## src/rtl/mem_stage_if.sv

```systemverilog
// M-stage inputs, data-memory port and W-stage outputs of the pipeline memory stage.
interface mem_stage_if;
   logic        valid_M;
   logic        RegWriteM_in;
   logic [1:0]  ResultSrcM_in;
   logic        MemWriteM_in;
   logic [2:0]  funct3M_in;
   logic [31:0] ALUResultM_in;
   logic [31:0] WriteDataM_in;
   logic [31:0] PCPlus4M_in;
   logic [4:0]  RdM_in;

   logic        dmem_req_o;
   logic        dmem_we_o;
   logic [31:0] dmem_addr_o;
   logic [31:0] dmem_wdata_o;
   logic [3:0]  dmem_be_o;
   logic        dmem_gnt_i;
   logic        dmem_rvalid_i;
   logic [31:0] dmem_rdata_i;

   logic        StallM_out;
   logic [31:0] ALUResultW_out;
   logic [31:0] ReadDataW_out;
   logic [31:0] PCPlus4W_out;
   logic [1:0]  ResultSrcW_out;
   logic [4:0]  RdW_out;
   logic        RegWriteW_out;
   logic        misalign_o;

   modport slave (
      input  valid_M, RegWriteM_in, ResultSrcM_in, MemWriteM_in, funct3M_in,
             ALUResultM_in, WriteDataM_in, PCPlus4M_in, RdM_in,
             dmem_gnt_i, dmem_rvalid_i, dmem_rdata_i,
      output dmem_req_o, dmem_we_o, dmem_addr_o, dmem_wdata_o, dmem_be_o,
             StallM_out, ALUResultW_out, ReadDataW_out, PCPlus4W_out,
             ResultSrcW_out, RdW_out, RegWriteW_out, misalign_o
   );

   modport master (
      output valid_M, RegWriteM_in, ResultSrcM_in, MemWriteM_in, funct3M_in,
             ALUResultM_in, WriteDataM_in, PCPlus4M_in, RdM_in,
             dmem_gnt_i, dmem_rvalid_i, dmem_rdata_i,
      input  dmem_req_o, dmem_we_o, dmem_addr_o, dmem_wdata_o, dmem_be_o,
             StallM_out, ALUResultW_out, ReadDataW_out, PCPlus4W_out,
             ResultSrcW_out, RdW_out, RegWriteW_out, misalign_o
   );
endinterface

```

## src/rtl/mem_stage.sv

```systemverilog
// Pipeline memory stage: req/gnt/rvalid data-memory handshake, store formatting, load extraction, M->W register.
// Optional misaligned-access trap enabled by defining MEM_MISALIGN_TRAP_EN.
//
// state    | meaning
// IDLE     | no access outstanding; request issued combinationally for a memop
// WAIT_GNT | request presented, waiting for dmem_gnt_i
// WAIT_R   | load granted, waiting for dmem_rvalid_i
module mem_stage (
   input  logic        clk,
   input  logic        rst,
   mem_stage_if.slave  bus
);
   typedef enum logic [1:0] {IDLE, WAIT_GNT, WAIT_R} state_t;

   state_t      state_q, state_d;
   logic [31:0] alu_w_q, alu_w_d;
   logic [31:0] rdata_w_q, rdata_w_d;
   logic [31:0] pc4_w_q, pc4_w_d;
   logic [1:0]  rsrc_w_q, rsrc_w_d;
   logic [4:0]  rd_w_q, rd_w_d;
   logic        regwr_w_q, regwr_w_d;
   logic        misalign_q, misalign_d;

   logic        memop, load, mis_c, mis_op, done, stall, req;
   logic [1:0]  off;
   logic [3:0]  be_c;
   logic [31:0] wdata_c, ld_data;
   logic [7:0]  ld_byte;
   logic [15:0] ld_half;

   assign memop = bus.valid_M & (bus.MemWriteM_in | (bus.ResultSrcM_in == 2'b01));
   assign load  = memop & ~bus.MemWriteM_in;
   assign off   = bus.ALUResultM_in[1:0];

`ifdef MEM_MISALIGN_TRAP_EN
   always_comb begin
      mis_c = 1'b0;
      case (bus.funct3M_in)
         3'b001, 3'b101: mis_c = off[0];
         3'b010:         mis_c = |off;
         default:        mis_c = 1'b0;
      endcase
   end
`else
   assign mis_c = 1'b0;
`endif
   assign mis_op = memop & mis_c;

   always_comb begin
      state_d = state_q;
      done    = 1'b0;
      req     = 1'b0;
      case (state_q)
         IDLE: begin
            if (mis_op) begin
               done = 1'b1;
            end else if (memop) begin
               req = 1'b1;
               if (bus.dmem_gnt_i) begin
                  if (load) state_d = WAIT_R;
                  else      done    = 1'b1;
               end else begin
                  state_d = WAIT_GNT;
               end
            end
         end
         WAIT_GNT: begin
            req = memop;
            if (memop & bus.dmem_gnt_i) begin
               if (load) begin
                  state_d = WAIT_R;
               end else begin
                  done    = 1'b1;
                  state_d = IDLE;
               end
            end
         end
         WAIT_R: begin
            if (bus.dmem_rvalid_i) begin
               done    = 1'b1;
               state_d = IDLE;
            end
         end
         default: state_d = IDLE;
      endcase
   end

   assign stall = memop & ~done;

   always_comb begin
      be_c    = 4'b1111;
      wdata_c = bus.WriteDataM_in;
      case (bus.funct3M_in)
         3'b000: begin
            be_c    = 4'b0001 << off;
            wdata_c = {4{bus.WriteDataM_in[7:0]}};
         end
         3'b001: begin
            be_c    = off[1] ? 4'b1100 : 4'b0011;
            wdata_c = {2{bus.WriteDataM_in[15:0]}};
         end
         default: begin
            be_c    = 4'b1111;
            wdata_c = bus.WriteDataM_in;
         end
      endcase
   end

   always_comb begin
      ld_byte = bus.dmem_rdata_i[7:0];
      case (off)
         2'd0: ld_byte = bus.dmem_rdata_i[7:0];
         2'd1: ld_byte = bus.dmem_rdata_i[15:8];
         2'd2: ld_byte = bus.dmem_rdata_i[23:16];
         2'd3: ld_byte = bus.dmem_rdata_i[31:24];
         default: ld_byte = bus.dmem_rdata_i[7:0];
      endcase
      ld_half = off[1] ? bus.dmem_rdata_i[31:16] : bus.dmem_rdata_i[15:0];
      case (bus.funct3M_in)
         3'b000:  ld_data = {{24{ld_byte[7]}}, ld_byte};
         3'b001:  ld_data = {{16{ld_half[15]}}, ld_half};
         3'b100:  ld_data = {24'd0, ld_byte};
         3'b101:  ld_data = {16'd0, ld_half};
         default: ld_data = bus.dmem_rdata_i;
      endcase
   end

   // A stalled cycle only kills the write-back; payload fields keep their last value.
   always_comb begin
      alu_w_d    = alu_w_q;
      rdata_w_d  = rdata_w_q;
      pc4_w_d    = pc4_w_q;
      rsrc_w_d   = rsrc_w_q;
      rd_w_d     = rd_w_q;
      regwr_w_d  = regwr_w_q;
      misalign_d = 1'b0;
      if (stall) begin
         regwr_w_d = 1'b0;
         rd_w_d    = 5'd0;
      end else begin
         alu_w_d    = bus.ALUResultM_in;
         pc4_w_d    = bus.PCPlus4M_in;
         rsrc_w_d   = bus.ResultSrcM_in;
         rd_w_d     = bus.valid_M ? bus.RdM_in : 5'd0;
         regwr_w_d  = bus.valid_M & bus.RegWriteM_in & ~mis_op;
         rdata_w_d  = (load & done & ~mis_op) ? ld_data : 32'd0;
         misalign_d = mis_op;
      end
   end

   always_ff @(posedge clk or posedge rst) begin
      if (rst) begin
         state_q    <= IDLE;
         alu_w_q    <= 32'd0;
         rdata_w_q  <= 32'd0;
         pc4_w_q    <= 32'd0;
         rsrc_w_q   <= 2'd0;
         rd_w_q     <= 5'd0;
         regwr_w_q  <= 1'b0;
         misalign_q <= 1'b0;
      end else begin
         state_q    <= state_d;
         alu_w_q    <= alu_w_d;
         rdata_w_q  <= rdata_w_d;
         pc4_w_q    <= pc4_w_d;
         rsrc_w_q   <= rsrc_w_d;
         rd_w_q     <= rd_w_d;
         regwr_w_q  <= regwr_w_d;
         misalign_q <= misalign_d;
      end
   end

   assign bus.dmem_req_o     = req;
   assign bus.dmem_we_o      = bus.MemWriteM_in;
   assign bus.dmem_addr_o    = {bus.ALUResultM_in[31:2], 2'b00};
   assign bus.dmem_wdata_o   = wdata_c;
   assign bus.dmem_be_o      = be_c;
   assign bus.StallM_out     = stall;
   assign bus.ALUResultW_out = alu_w_q;
   assign bus.ReadDataW_out  = rdata_w_q;
   assign bus.PCPlus4W_out   = pc4_w_q;
   assign bus.ResultSrcW_out = rsrc_w_q;
   assign bus.RdW_out        = rd_w_q;
   assign bus.RegWriteW_out  = regwr_w_q;
   assign bus.misalign_o     = misalign_q;
endmodule

```

## src/flat_wrapper.sv

```systemverilog
// flat-port wrapper written by rule: the top's interface ports become plain ports
module mem_stage_flat 
  (clk, rst, bus_valid_M, bus_RegWriteM_in, bus_ResultSrcM_in, bus_MemWriteM_in, bus_funct3M_in, bus_ALUResultM_in, bus_WriteDataM_in, bus_PCPlus4M_in, bus_RdM_in, bus_dmem_gnt_i, bus_dmem_rvalid_i, bus_dmem_rdata_i, bus_dmem_req_o, bus_dmem_we_o, bus_dmem_addr_o, bus_dmem_wdata_o, bus_dmem_be_o, bus_StallM_out, bus_ALUResultW_out, bus_ReadDataW_out, bus_PCPlus4W_out, bus_ResultSrcW_out, bus_RdW_out, bus_RegWriteW_out, bus_misalign_o);
  mem_stage_if bus_i ();
  input  logic clk;
  input  logic rst;
  input wire logic [$bits(bus_i.valid_M)-1:0] bus_valid_M;
  input wire logic [$bits(bus_i.RegWriteM_in)-1:0] bus_RegWriteM_in;
  input wire logic [$bits(bus_i.ResultSrcM_in)-1:0] bus_ResultSrcM_in;
  input wire logic [$bits(bus_i.MemWriteM_in)-1:0] bus_MemWriteM_in;
  input wire logic [$bits(bus_i.funct3M_in)-1:0] bus_funct3M_in;
  input wire logic [$bits(bus_i.ALUResultM_in)-1:0] bus_ALUResultM_in;
  input wire logic [$bits(bus_i.WriteDataM_in)-1:0] bus_WriteDataM_in;
  input wire logic [$bits(bus_i.PCPlus4M_in)-1:0] bus_PCPlus4M_in;
  input wire logic [$bits(bus_i.RdM_in)-1:0] bus_RdM_in;
  input wire logic [$bits(bus_i.dmem_gnt_i)-1:0] bus_dmem_gnt_i;
  input wire logic [$bits(bus_i.dmem_rvalid_i)-1:0] bus_dmem_rvalid_i;
  input wire logic [$bits(bus_i.dmem_rdata_i)-1:0] bus_dmem_rdata_i;
  output wire logic [$bits(bus_i.dmem_req_o)-1:0] bus_dmem_req_o;
  output wire logic [$bits(bus_i.dmem_we_o)-1:0] bus_dmem_we_o;
  output wire logic [$bits(bus_i.dmem_addr_o)-1:0] bus_dmem_addr_o;
  output wire logic [$bits(bus_i.dmem_wdata_o)-1:0] bus_dmem_wdata_o;
  output wire logic [$bits(bus_i.dmem_be_o)-1:0] bus_dmem_be_o;
  output wire logic [$bits(bus_i.StallM_out)-1:0] bus_StallM_out;
  output wire logic [$bits(bus_i.ALUResultW_out)-1:0] bus_ALUResultW_out;
  output wire logic [$bits(bus_i.ReadDataW_out)-1:0] bus_ReadDataW_out;
  output wire logic [$bits(bus_i.PCPlus4W_out)-1:0] bus_PCPlus4W_out;
  output wire logic [$bits(bus_i.ResultSrcW_out)-1:0] bus_ResultSrcW_out;
  output wire logic [$bits(bus_i.RdW_out)-1:0] bus_RdW_out;
  output wire logic [$bits(bus_i.RegWriteW_out)-1:0] bus_RegWriteW_out;
  output wire logic [$bits(bus_i.misalign_o)-1:0] bus_misalign_o;
  assign bus_i.valid_M = bus_valid_M;
  assign bus_i.RegWriteM_in = bus_RegWriteM_in;
  assign bus_i.ResultSrcM_in = bus_ResultSrcM_in;
  assign bus_i.MemWriteM_in = bus_MemWriteM_in;
  assign bus_i.funct3M_in = bus_funct3M_in;
  assign bus_i.ALUResultM_in = bus_ALUResultM_in;
  assign bus_i.WriteDataM_in = bus_WriteDataM_in;
  assign bus_i.PCPlus4M_in = bus_PCPlus4M_in;
  assign bus_i.RdM_in = bus_RdM_in;
  assign bus_i.dmem_gnt_i = bus_dmem_gnt_i;
  assign bus_i.dmem_rvalid_i = bus_dmem_rvalid_i;
  assign bus_i.dmem_rdata_i = bus_dmem_rdata_i;
  assign bus_dmem_req_o = bus_i.dmem_req_o;
  assign bus_dmem_we_o = bus_i.dmem_we_o;
  assign bus_dmem_addr_o = bus_i.dmem_addr_o;
  assign bus_dmem_wdata_o = bus_i.dmem_wdata_o;
  assign bus_dmem_be_o = bus_i.dmem_be_o;
  assign bus_StallM_out = bus_i.StallM_out;
  assign bus_ALUResultW_out = bus_i.ALUResultW_out;
  assign bus_ReadDataW_out = bus_i.ReadDataW_out;
  assign bus_PCPlus4W_out = bus_i.PCPlus4W_out;
  assign bus_ResultSrcW_out = bus_i.ResultSrcW_out;
  assign bus_RdW_out = bus_i.RdW_out;
  assign bus_RegWriteW_out = bus_i.RegWriteW_out;
  assign bus_misalign_o = bus_i.misalign_o;
  mem_stage u_core (.clk(clk), .rst(rst), .bus(bus_i));
endmodule
```

## config.mk

```make
export PLATFORM = sky130hd
export DESIGN_NAME = mem_stage_flat
export DESIGN_NICKNAME = d
export VERILOG_FILES = /design/src/rtl/mem_stage_if.sv /design/src/rtl/mem_stage.sv /design/src/flat_wrapper.sv
export SDC_FILE = /design/constraint.sdc
export NUM_CORES = 1
export LEC_CHECK = 0
export BUFFER_PORTS_ARGS = -buffer_cell sky130_fd_sc_hd__buf_4
export CORE_AREA = 2 2 125 127
export DETAILED_ROUTE_END_ITERATION = 10
export DIE_AREA = 0 0 127 129
export PLACE_DENSITY_LB_ADDON = 0.25
export REMOVE_ABC_BUFFERS = 1
export SYNTH_ARGS = -nofsm -noshare
export SYNTH_HDL_FRONTEND = slang
export SYNTH_SLANG_ARGS = --single-unit
```

## constraint.sdc

```tcl
create_clock -name clk -period 7.7 [get_ports clk]
set_clock_uncertainty 0.05 [all_clocks]
set_input_delay 2.31 -clock clk [delete_from_list [all_inputs] [get_ports clk]]
set_output_delay 2.31 -clock clk [all_outputs]
set_load 0.1 [all_outputs]
```

==> results of run 1 <==
==> worst paths after layout <==
| path | start | endpoint | slack [ns] | cells past startpoint |
|---|---|---|---|---|
| max in group asynchronous | rst | u_core.bus.ReadDataW_out[22]$_DFFE_PP0N_ | 4.44 | 3 |
| max | bus_funct3M_in[1] | bus_dmem_wdata_o[25] | 1.37 | 6 |
| max reg2reg | u_core.state_q[1]$_DFFE_PP0P_ | u_core.bus.ALUResultW_out[15]$_DFFE_PP0N_ | 4.99 | 5 |
| min | u_core.bus.ReadDataW_out[11]$_DFFE_PP0N_ | u_core.bus.ReadDataW_out[11]$_DFFE_PP0N_ | 0.43 | 2 |
| min in group asynchronous | rst | u_core.bus.ALUResultW_out[3]$_DFFE_PP0N_ | 1.94 | 2 |
| min reg2reg | u_core.bus.ReadDataW_out[11]$_DFFE_PP0N_ | u_core.bus.ReadDataW_out[11]$_DFFE_PP0N_ | 0.43 | 2 |
==> registers in the layout, indices dropped and copies added (netlist names) <==
signal and flops:
u_core.bus.RegWriteW_out 1, u_core.bus.RdW_out 5, u_core.state_q 2, u_core.bus.ALUResultW_out 32, u_core.bus.ResultSrcW_out 2, u_core.bus.ReadDataW_out 32
u_core.bus.PCPlus4W_out 32
==> synthesized netlist by cell type, drive strengths merged (6+ instances only) <==
| master | number | area share, % |
|---|---|---|
| dfrtp | 106 | 51 |
| o221ai | 6 | 1.0 |
| nand3 | 6 | 0.58 |
| mux2i | 14 | 2.7 |
| nand2 | 18 | 1.3 |
| nor2 | 14 | 1.0 |
| o21ai | 16 | 1.5 |
| buf | 62 | 9.6 |
| clkbuf | 8 | 0.58 |
| a221o | 22 | 4.2 |
| a21oi | 11 | 1.1 |
| mux2 | 84 | 18 |
| nor2b | 8 | 1.0 |
| and3 | 12 | 1.4 |
==> tightest hold or removal path, delay by kind of cell, from the launching register on <==
family / cells / cell delay, ns
and+or+nand+nor: 2 / 0.10
DFF: 1 / 0.34
==> stage by stage <==
step / utilization [%] / std cells / area (um2)
floorplan: - / 352 / 4680
global placement: 48.9 / 860 / 7320
global route: 50.9 / 875 / 7620
CTS: 50.9 / 875 / 7620
detailed placement: 48.9 / 860 / 7320
finish: 50.9 / 875 / 7620
==> power by group through the flow <==
stage / logic [W] / clock network [W] / registers [W]
2_1_floorplan: 0.000180 / 0 / 0.000897
3_3_place_gp: 0.000729 / 0 / 0.000623
3_5_place_dp: 0.000732 / 0 / 0.000625
4_1_cts: 0.000733 / 0.000483 / 0.000614
5_1_grt: 0.000752 / 0.000504 / 0.000618
6_report: 0.000728 / 0.000466 / 0.000614
==> cell families after synthesis <==
| family | count (synthesis) |
|---|---|
| multiplexers | 99 |
| flip-flops | 106 |
| AO/OA/AOI/OAI | 65 |
| AND/OR/NAND/NOR | 73 |
| other | 1 |
| buffers and inverters | 76 |
==> final cells by class <==
cell class / count / share of cell area, %
multi-input cells: 240 / 26.2
clock buffers: 11 / 3.32
repair buffers: 320 / 31.5
well taps: 188 / 3.09
clock inverters: 4 / 0.640
flip-flops and latches: 106 / 34.8
inverters: 6 / 0.394
==> per-layer routing <==
metal	GRT usage [%]	vias to the layer above	wire (um)
met5	0	-	0
met4	6.53	0	244
met3	3.91	13	1250
met2	34.0	218	8220
met1	22.6	2025	6170
li1	-	1995	-
==> cells in the final DEF, fill, tap and decap left out, types with 2 or more instances in the layout <==
cell type / synthesis / final
inv_1: 5 / 4
nand2_1: 18 / 18
dfrtp_1: 106 / 106
nor2b_1: 7 / 7
conb_1: 1 / 3
and3_1: 12 / 12
o21ai_0: 13 / 13
clkbuf_8: 0 / 2
nor3b_1: 3 / 3
mux2_1: 39 / 39
nand3_1: 6 / 6
o21ai_1: 3 / 3
a221o_1: 22 / 22
clkbuf_16: 0 / 9
a22o_1: 2 / 2
buf_4: 44 / 320
nand2b_1: 3 / 3
mux2i_1: 14 / 14
a21oi_1: 11 / 11
clkinv_2: 0 / 2
o221ai_1: 6 / 6
nor3_1: 2 / 2
nor2_1: 14 / 13
mux2_2: 45 / 45
==> metrics.csv, run 1 <==
stage,metric,value,unit
status,outcome,"complete, no violations",
setup_path,startpoint types,input port,
yosys,#FFs+latches synth,106,
place,Buffers on Ports,317,
pwr,leakage power,3.85,nW
yosys,fraction of synthesized area in multiplexers,21.3,%
global_route,total grt overflow,0,
route,vias per cell,4.86,
yosys,Mapped Area,5200,um2
setup_path,family with the most delay on the worst path,simple AND/OR/NAND/NOR gates,
route,DRC violations left,0,
final_layout,Fillers,1329,
global_route,Total Routing Usage GR,18.9,%
setup_path,Critical Path Max Stage Delay,0.77,ns
cts,# H-tree levels,3,
sta,relative slew slack,33.9,%
pwr,Internal Pwr Total,0.00103,W
setup_path,WS Path Type,input port to output port,
cts,clk buf depth,2,
place,pre-CTS setup slack,1.36,ns
pwr,logic gate share of total power,40.3,%
final_layout,FF/Latch Area,2650,um2
pwr,peak supply drop,145,uV
sta,max-slew violation count,0,
cts,clk_lat worst skew,0.35,ns
sta,Worst Hold Slack,0.425,ns
setup_path,cells along the critical path,"buf_4, nor2_2, buf_4, nor2_1, a21oi_1, buf_4",
yosys,xor/xnor cell area share of the yosys netlist,0,%
pwr,Flop pwr share,33.9,%
pwr,clock power share,25.8,%
yosys,Synth Flop Type,dfrtp_1,
final_layout,# nets final,828,
route,antenna-violating nets left,0,
die,FP Rows,45,
yosys,area fraction in compound gates after synthesis,9.48,%
cts,clk root buf,clkbuf_16,
yosys,Post-synth ARST share,100,%
place,dpl hpwl,12400,um
setup_path,peak fanout along the critical path,25,
cts,Worst-path clk slew,0.07,ns
global_route,initial antenna violation count,0,
sta,RSZ-0062 raised after global routing,false,
sta,Final Hold Viols,0,
setup_path,"Req. time, crit path",5.34,ns
route,Via Count,4251,
final_layout,Area Growth Syn to Fin,46.5,%
route,drt total wl,15900,um
setup_path,WP buf/inv,3,
yosys,largest family of logic cells by synthesized area,multiplexers,
cts,CTS tree,done,
setup_path,CP most frequent cell,buf_4,
final_layout,multi-input logic area,2000,um2
yosys,Yosys cell types,44,
yosys,Syn Inst Count,420,
die,Die ar.,16400,um2
global_route,first-pass GRT wire length,23800,um
setup_path,crit path DAT,3.97,ns
setup_path,"slowest stage cell, crit path",nor2_2,
sta,Final period util,82.2,%
route,Iter 0 DRT Violations,206,
cts,post-CTS setup buffer count,0,
sta,Fin Setup TNS,0,ns
die,Core ar.,15000,um2
die,I/O pin total,321,
yosys,Yosys warning count,0,
sta,Period minus WS final,6.33,ns
route,wire per inst,18.2,um
yosys,sequential share of the synthesized area,51.0,%
die,Initial Util,34.7,%
cts,hold_buf cts,0,
pwr,Pwr Density,237,nW/um2
sta,worst-margin pin slew,0.990,ns
yosys,"EDFF count, synth",0,
hold_path,Hold WC Path Type,flop to flop,
sta,fmax,158,MHz
pwr,Sw Ratio,42.9,%
final_layout,Antenna diodes,0,
route,Pre-antenna DRT Iters,4,
place,gpl congestion,0.813,
sta,Final WS setup,1.37,ns
yosys,simple-gate portion of the synthesized area,7.41,%
die,Die H,129,um
cts,TritonCTS Buffers,9,
final_layout,layout cells sized above 1,56.2,%
sta,# setup viols final,0,
setup_path,Critical Path End Type,output port,
die,Die X,127,um
cts,PostCTS Resize Cnt,0,
yosys,Syn Area/Cell,12.4,um2
global_route,largest net degree at the start of global routing,69,
global_route,vias in the first global route,4223,
pwr,Psw,0.000775,W
pwr,total power,0.00181,W
yosys,post-synthesis adder-cell area fraction,0,%
run,max-cap violations,0,
cts,Clock Sink Count,106,
Note: power is estimated with default switching activity, not from simulation.
==> run 2, diff against run 1 <==
- CORE_AREA: 2 2 125 127 -> 2 2 126 128
- DIE_AREA: 0 0 127 129 -> 0 0 128 130
- clock period: 7.7 -> 5.4 ns (I/O delays scaled with it)
==> metrics.csv, run 2 (synthesized netlist as in run 1, its figures left out) <==
stage,metric,value,unit
status,outcome,"complete, no violations",
setup_path,Critical Path Max Stage Delay,0.57,ns
place,gpl congestion,0.786,
hold_path,Hold WC Path Type,flop to flop,
setup_path,startpoint types,input port,
final_layout,layout cells sized above 1,56.5,%
cts,clk buf depth,2,
setup_path,WS Path Type,input port to output port,
setup_path,CP most frequent cell,buf_4,
route,Pre-antenna DRT Iters,4,
sta,Worst Hold Slack,0.442,ns
sta,Final Hold Viols,0,
final_layout,"commonest non-fill, non-tap cells in the layout","324 x buf_4, 106 x dfrtp_1, 45 x mux2_2",
pwr,total power,0.00261,W
cts,hold_buf cts,0,
final_layout,# nets final,832,
die,I/O pin total,321,
cts,Clock Sink Count,106,
cts,PostCTS Resize Cnt,0,
final_layout,Antenna diodes,0,
sta,relative slew slack,42.9,%
route,wire per inst,18.8,um
route,drt total wl,16600,um
global_route,total grt overflow,0,
setup_path,peak fanout along the critical path,8,
route,antenna-violating nets left,0,
sta,Period minus WS final,4.64,ns
die,Initial Util,33.7,%
global_route,first-pass GRT wire length,24100,um
global_route,initial antenna violation count,0,
sta,RSZ-0062 raised after global routing,false,
cts,CTS tree,done,
run,max-cap violations,0,
sta,# setup viols final,0,
pwr,leakage power,3.87,nW
setup_path,Reg2Reg Depth,6,
setup_path,cells along the critical path,"buf_4, nor3_2, mux2_2, buf_4",
sta,worst-margin pin slew,0.857,ns
route,DRC violations left,0,
route,vias per cell,4.92,
die,Die ar.,16600,um2
die,FP Rows,46,
route,Iter 0 DRT Violations,216,
cts,clk root buf,clkbuf_16,
global_route,largest net degree at the start of global routing,69,
final_layout,fin util,49.7,%
sta,Final period util,85.9,%
die,Die X,128,um
place,instance area at placement,7360,um2
global_route,vias in the first global route,4374,
global_route,Total Routing Usage GR,19.2,%
sta,max-slew violation count,0,
route,Via Count,4351,
setup_path,Critical Path End Type,output port,
final_layout,"commonest non-fill, non-tap cell in the layout",buf_4,
cts,# H-tree levels,3,
place,Buffers on Ports,317,
place,dpl hpwl,12900,um
die,Die H,130,um
setup_path,"slowest stage cell, crit path",nor3_2,
cts,TritonCTS Buffers,9,
pwr,peak supply drop,150,uV
sta,fmax,216,MHz
sta,Fin Setup TNS,0,ns
hold_path,hold depth,2,
setup_path,crit path DAT,2.97,ns
cts,post-CTS setup buffer count,0,
final_layout,Area Growth Syn to Fin,47.4,%
cts,Worst-path clk slew,0.07,ns
pwr,Pwr Density,340,nW/um2
die,Core ar.,15400,um2
cts,clk_lat worst skew,0.36,ns
setup_path,"Req. time, crit path",3.73,ns
final_layout,post-route cell area,7670,um2
-- run 2: cell count changes in the layout (fill, tap and decap cells not counted), sizes merged --
| cell | previous run | this run |
|---|---|---|
| clkbuf | 11 | 9 |
| buf | 320 | 324 |
| inv | 6 | 8 |
| clkinv | 3 | 4 |
-- run 2: layout make-up --
| cell class | instances | area, um2 |
|---|---|---|
| clock buffers | 9 | 225 |
| clock inverters | 7 | 87.6 |
| fillers | 1413 | 7760 |
| inverters | 6 | 30.0 |
| multi-input cells | 240 | 2000 |
| flip-flops and latches | 106 | 2650 |
| well taps | 192 | 240 |
| repair buffers | 324 | 2430 |
-- run 2: metrics by stage --
stage / cells / setup slack (ns)
after floorplan: 352 / -0.447
after CTS: 884 / 0.745
after detailed placement: 868 / 0.747
final: 884 / 0.763
after global placement: 868 / 0.776
after global routing: 884 / 0.736
-- run 2: final timing paths --
kind	startpoint	slack, ns	endpoint
min reg2reg	u_core.bus.ReadDataW_out[12]$_DFFE_PP0N_	0.44	u_core.bus.ReadDataW_out[12]$_DFFE_PP0N_
max in group asynchronous	rst	2.88	u_core.bus.ALUResultW_out[27]$_DFFE_PP0N_
max reg2reg	u_core.state_q[1]$_DFFE_PP0P_	2.40	u_core.bus.ALUResultW_out[4]$_DFFE_PP0N_
max	bus_funct3M_in[0]	0.76	bus_dmem_wdata_o[9]
min in group asynchronous	rst	1.38	u_core.bus.PCPlus4W_out[8]$_DFFE_PP0N_
min	u_core.bus.ReadDataW_out[12]$_DFFE_PP0N_	0.44	u_core.bus.ReadDataW_out[12]$_DFFE_PP0N_
-- run 2: metal layers --
layer | wire length (um) | global-route usage (%) | vias up
met5 | 0 | 0 | -
met4 | 366 | 7.95 | 0
met3 | 1310 | 4.06 | 23
met2 | 8650 | 35.3 | 242
met1 | 6270 | 21.8 | 2083
li1 | - | - | 2003
-- run 2: critical path, delay by kind of cell --
family,cells,cell delay [ns]
buffers and inverters,2,0.36
multiplexers,1,0.41
AND/OR/NAND/NOR,1,0.57
-- run 2: power by group --
group	switching, W	internal [W]	total, W
registers	0.0000274	0.000847	0.000875
clock network	0.000321	0.000370	0.000691
logic	0.000799	0.000244	0.00104
total	0.00115	0.00146	0.00261
==> run 3, diff against run 2 <==
- ABC_AREA: not set -> 1
- CORE_AREA: 2 2 126 128 -> 2 2 125 127
- DIE_AREA: 0 0 128 130 -> 0 0 127 129
==> metrics.csv, run 3 <==
stage,metric,value,unit
status,outcome,"complete, no violations",
sta,worst-margin pin slew,1.08,ns
sta,RSZ-0062 raised after global routing,false,
yosys,sequential share of the synthesized area,47.5,%
cts,hold_buf cts,0,
sta,fmax,212,MHz
yosys,Post-synth ARST share,100,%
setup_path,reg2reg setup slack,3.12,ns
yosys,Syn Area/Cell,7.74,um2
global_route,total grt overflow,0,
final_layout,FF/Latch Area,2650,um2
setup_path,Crit Reg-Reg Startpoint,u_core.state_q[0]$_DFFE_PP0P_,
route,drt total wl,18000,um
route,DRC violations left,0,
route,Iter 0 DRT Violations,305,
pwr,clock power share,22.4,%
setup_path,peak fanout along the critical path,22,
route,antenna-violating nets left,0,
setup_path,worst setup path start,bus_funct3M_in[1],
setup_path,WS Path Type,input port to output port,
yosys,Synth Flop Type,dfrtp_1,
cts,clk_lat worst skew,0.35,ns
global_route,Total Routing Usage GR,21.1,%
setup_path,"Req. time, crit path",3.73,ns
cts,CTS tree,done,
cts,post-CTS setup buffer count,0,
final_layout,# nets final,1125,
place,post-placement cell count,1157,
pwr,Internal Pwr Total,0.00156,W
cts,Worst-path clk slew,0.06,ns
final_layout,Area Growth Syn to Fin,43.4,%
sta,relative slew slack,28.2,%
global_route,initial antenna violation count,0,
sta,Final WS setup,0.672,ns
final_layout,Non-Filler Instances,1173,
yosys,Yosys warning count,0,
cts,Clock Sink Count,106,
die,Initial Util,37.3,%
die,Die H,129,um
yosys,Mapped Area,5580,um2
global_route,largest net degree at the start of global routing,83,
global_route,first-pass GRT wire length,26900,um
cts,# H-tree levels,3,
place,pre-CTS setup slack,0.641,ns
yosys,#FFs+latches synth,106,
final_layout,multi-input logic area,2190,um2
yosys,"EDFF count, synth",0,
yosys,top cell type's share of synthesized area,47.5,%
cts,clk buf depth,2,
final_layout,"commonest non-fill, non-tap cell in the layout",nand2_1,
pwr,Pwr Density,380,nW/um2
final_layout,fin util,53.4,%
final_layout,Antenna diodes,0,
die,Die X,127,um
sta,Final Hold Viols,0,
pwr,Flop pwr share,30.5,%
yosys,top-count cell post-synth,nand2_1,
die,FP Rows,45,
pwr,logic gate share of total power,47.1,%
hold_path,Hold WC Path Type,flop to flop,
route,Pre-antenna DRT Iters,4,
die,Die ar.,16400,um2
pwr,Psw,0.00149,W
yosys,Synth top cells by count,"336 x nand2_1, 106 x dfrtp_1, 47 x buf_4, 47 x inv_1, 41 x nand3_1",
setup_path,crit path to,bus_dmem_wdata_o[8],
setup_path,Critical Path End Type,output port,
global_route,vias in the first global route,5186,
setup_path,Reg-to-Reg End,u_core.bus.ALUResultW_out[18]$_DFFE_PP0N_,
yosys,Yosys cell types,31,
die,I/O pin total,321,
cts,TritonCTS Buffers,9,
yosys,"area leader, netlist",dfrtp_1,
sta,Final period util,87.5,%
place,dpl hpwl,13700,um
pwr,peak supply drop,206,uV
setup_path,Reg2Reg Depth,8,
final_layout,"commonest non-fill, non-tap cells in the layout","336 x nand2_1, 321 x buf_4, 106 x dfrtp_1",
pwr,Sw Ratio,48.9,%
route,wire per inst,15.4,um
run,max-cap violations,0,
die,Core ar.,15000,um2
yosys,ranking of synthesized cells by area,"dfrtp_1 48%, nand2_1 23%, buf_4 6.3%",
place,gpl congestion,0.862,
sta,# setup viols final,0,
setup_path,crit path DAT,3.06,ns
yosys,Syn Inst Count,721,
place,Buffers on Ports,317,
setup_path,startpoint types,input port,
cts,PostCTS Resize Cnt,0,
cts,clk root buf,clkbuf_16,
pwr,leakage power,4.57,nW
final_layout,Fillers,1486,
sta,max-slew violation count,0,
route,Via Count,5469,
final_layout,layout cells sized above 1,38.5,%
route,vias per cell,4.66,
sta,Period minus WS final,4.73,ns
==> run 3: cell count changes in the layout (fill, tap and decap cells not counted), sizes merged, moves of 6 or more <==
cell	change
a221o	-22
and3	-12
inv	+46
mux2	-77
mux2i	-14
nand2	+324
nand3	+47
nor2b	-8
o21ai	+19
o221ai	-6
or2	+14
==> run 3: final cells by class <==
| class | count | share of cell area (%) |
|---|---|---|
| sequential | 106 | 33.1 |
| inverter | 53 | 2.58 |
| clock buffer | 11 | 3.16 |
| clock inverter | 5 | 0.719 |
| tap | 188 | 2.94 |
| multi-input combinational | 489 | 27.3 |
| timing repair buffer | 321 | 30.1 |
==> run 3: logic make-up (layout without fill, tap and decap cells) <==
logic type | after synthesis | after routing | share of synthesized area (%)
mux | 7 | 7 | 1.41
simple gates | 427 | 427 | 32.6
flops | 106 | 106 | 47.5
other cells | 1 | 3 | 0.0672
compound gates | 52 | 52 | 4.98
buf+inv | 128 | 390 | 13.4
==> run 3: worst max-delay path, cell delays in order <==
cell and delay [ns]:
buf_4 0.23, nor2_2 0.07, nand2_2 0.24, nand2_4 0.20, o21ai_0 0.33, buf_4 0.36
==> run 3: power groups by stage <==
| stage | registers (W) | logic, W | clock network [W] |
|---|---|---|---|
| 2_1_floorplan | 0.00153 | 0.000367 | 0 |
| 3_3_place_gp | 0.000940 | 0.00143 | 0 |
| 3_5_place_dp | 0.000942 | 0.00144 | 0 |
| 4_1_cts | 0.000928 | 0.00144 | 0.000703 |
| 5_1_grt | 0.000937 | 0.00149 | 0.000737 |
| 6_report | 0.000928 | 0.00143 | 0.000682 |
==> run 3: how the worst min path moves through the flow <==
stage	start	end	slack (ns)	depth (start not counted)
final	u_core.bus.PCPlus4W_out[3]$_DFFE_PP0N_	u_core.bus.PCPlus4W_out[3]$_DFFE_PP0N_	0.43	2
after global routing	u_core.bus.PCPlus4W_out[9]$_DFFE_PP0N_	u_core.bus.PCPlus4W_out[9]$_DFFE_PP0N_	0.45	2
after CTS	u_core.bus.PCPlus4W_out[3]$_DFFE_PP0N_	u_core.bus.PCPlus4W_out[3]$_DFFE_PP0N_	0.43	2
after floorplan	u_core.state_q[1]$_DFFE_PP0P_	u_core.state_q[1]$_DFFE_PP0P_	0.48	2
after detailed placement	u_core.bus.PCPlus4W_out[8]$_DFFE_PP0N_	u_core.bus.PCPlus4W_out[8]$_DFFE_PP0N_	0.42	2
after global placement	u_core.bus.ALUResultW_out[8]$_DFFE_PP0N_	u_core.bus.ALUResultW_out[8]$_DFFE_PP0N_	0.41	2
==> run 3: per-stage QoR <==
step                TNS [ns]  instance area [um2]  total power (W)  hold slack (ns)
floorplan              -3.54                 5040          0.00189            0.479
global placement           0                 7690          0.00237            0.413
detailed placement         0                 7690          0.00238            0.416
CTS                        0                 8000          0.00307            0.435
global route               0                 8000          0.00317            0.451
finish                     0                 8000          0.00304            0.429
==> run 3: per-layer routing <==
| metal | vias up | share of wire, % | global-route usage (%) | routed length, um |
|---|---|---|---|---|
| li1 | 2699 | - | - | - |
| met1 | 2521 | 39 | 24.2 | 7000 |
| met2 | 237 | 52 | 38.8 | 9290 |
| met3 | 12 | 8.3 | 6.03 | 1490 |
| met4 | 0 | 1.3 | 5.24 | 226 |
| met5 | - | 0 | 0 | 0 |
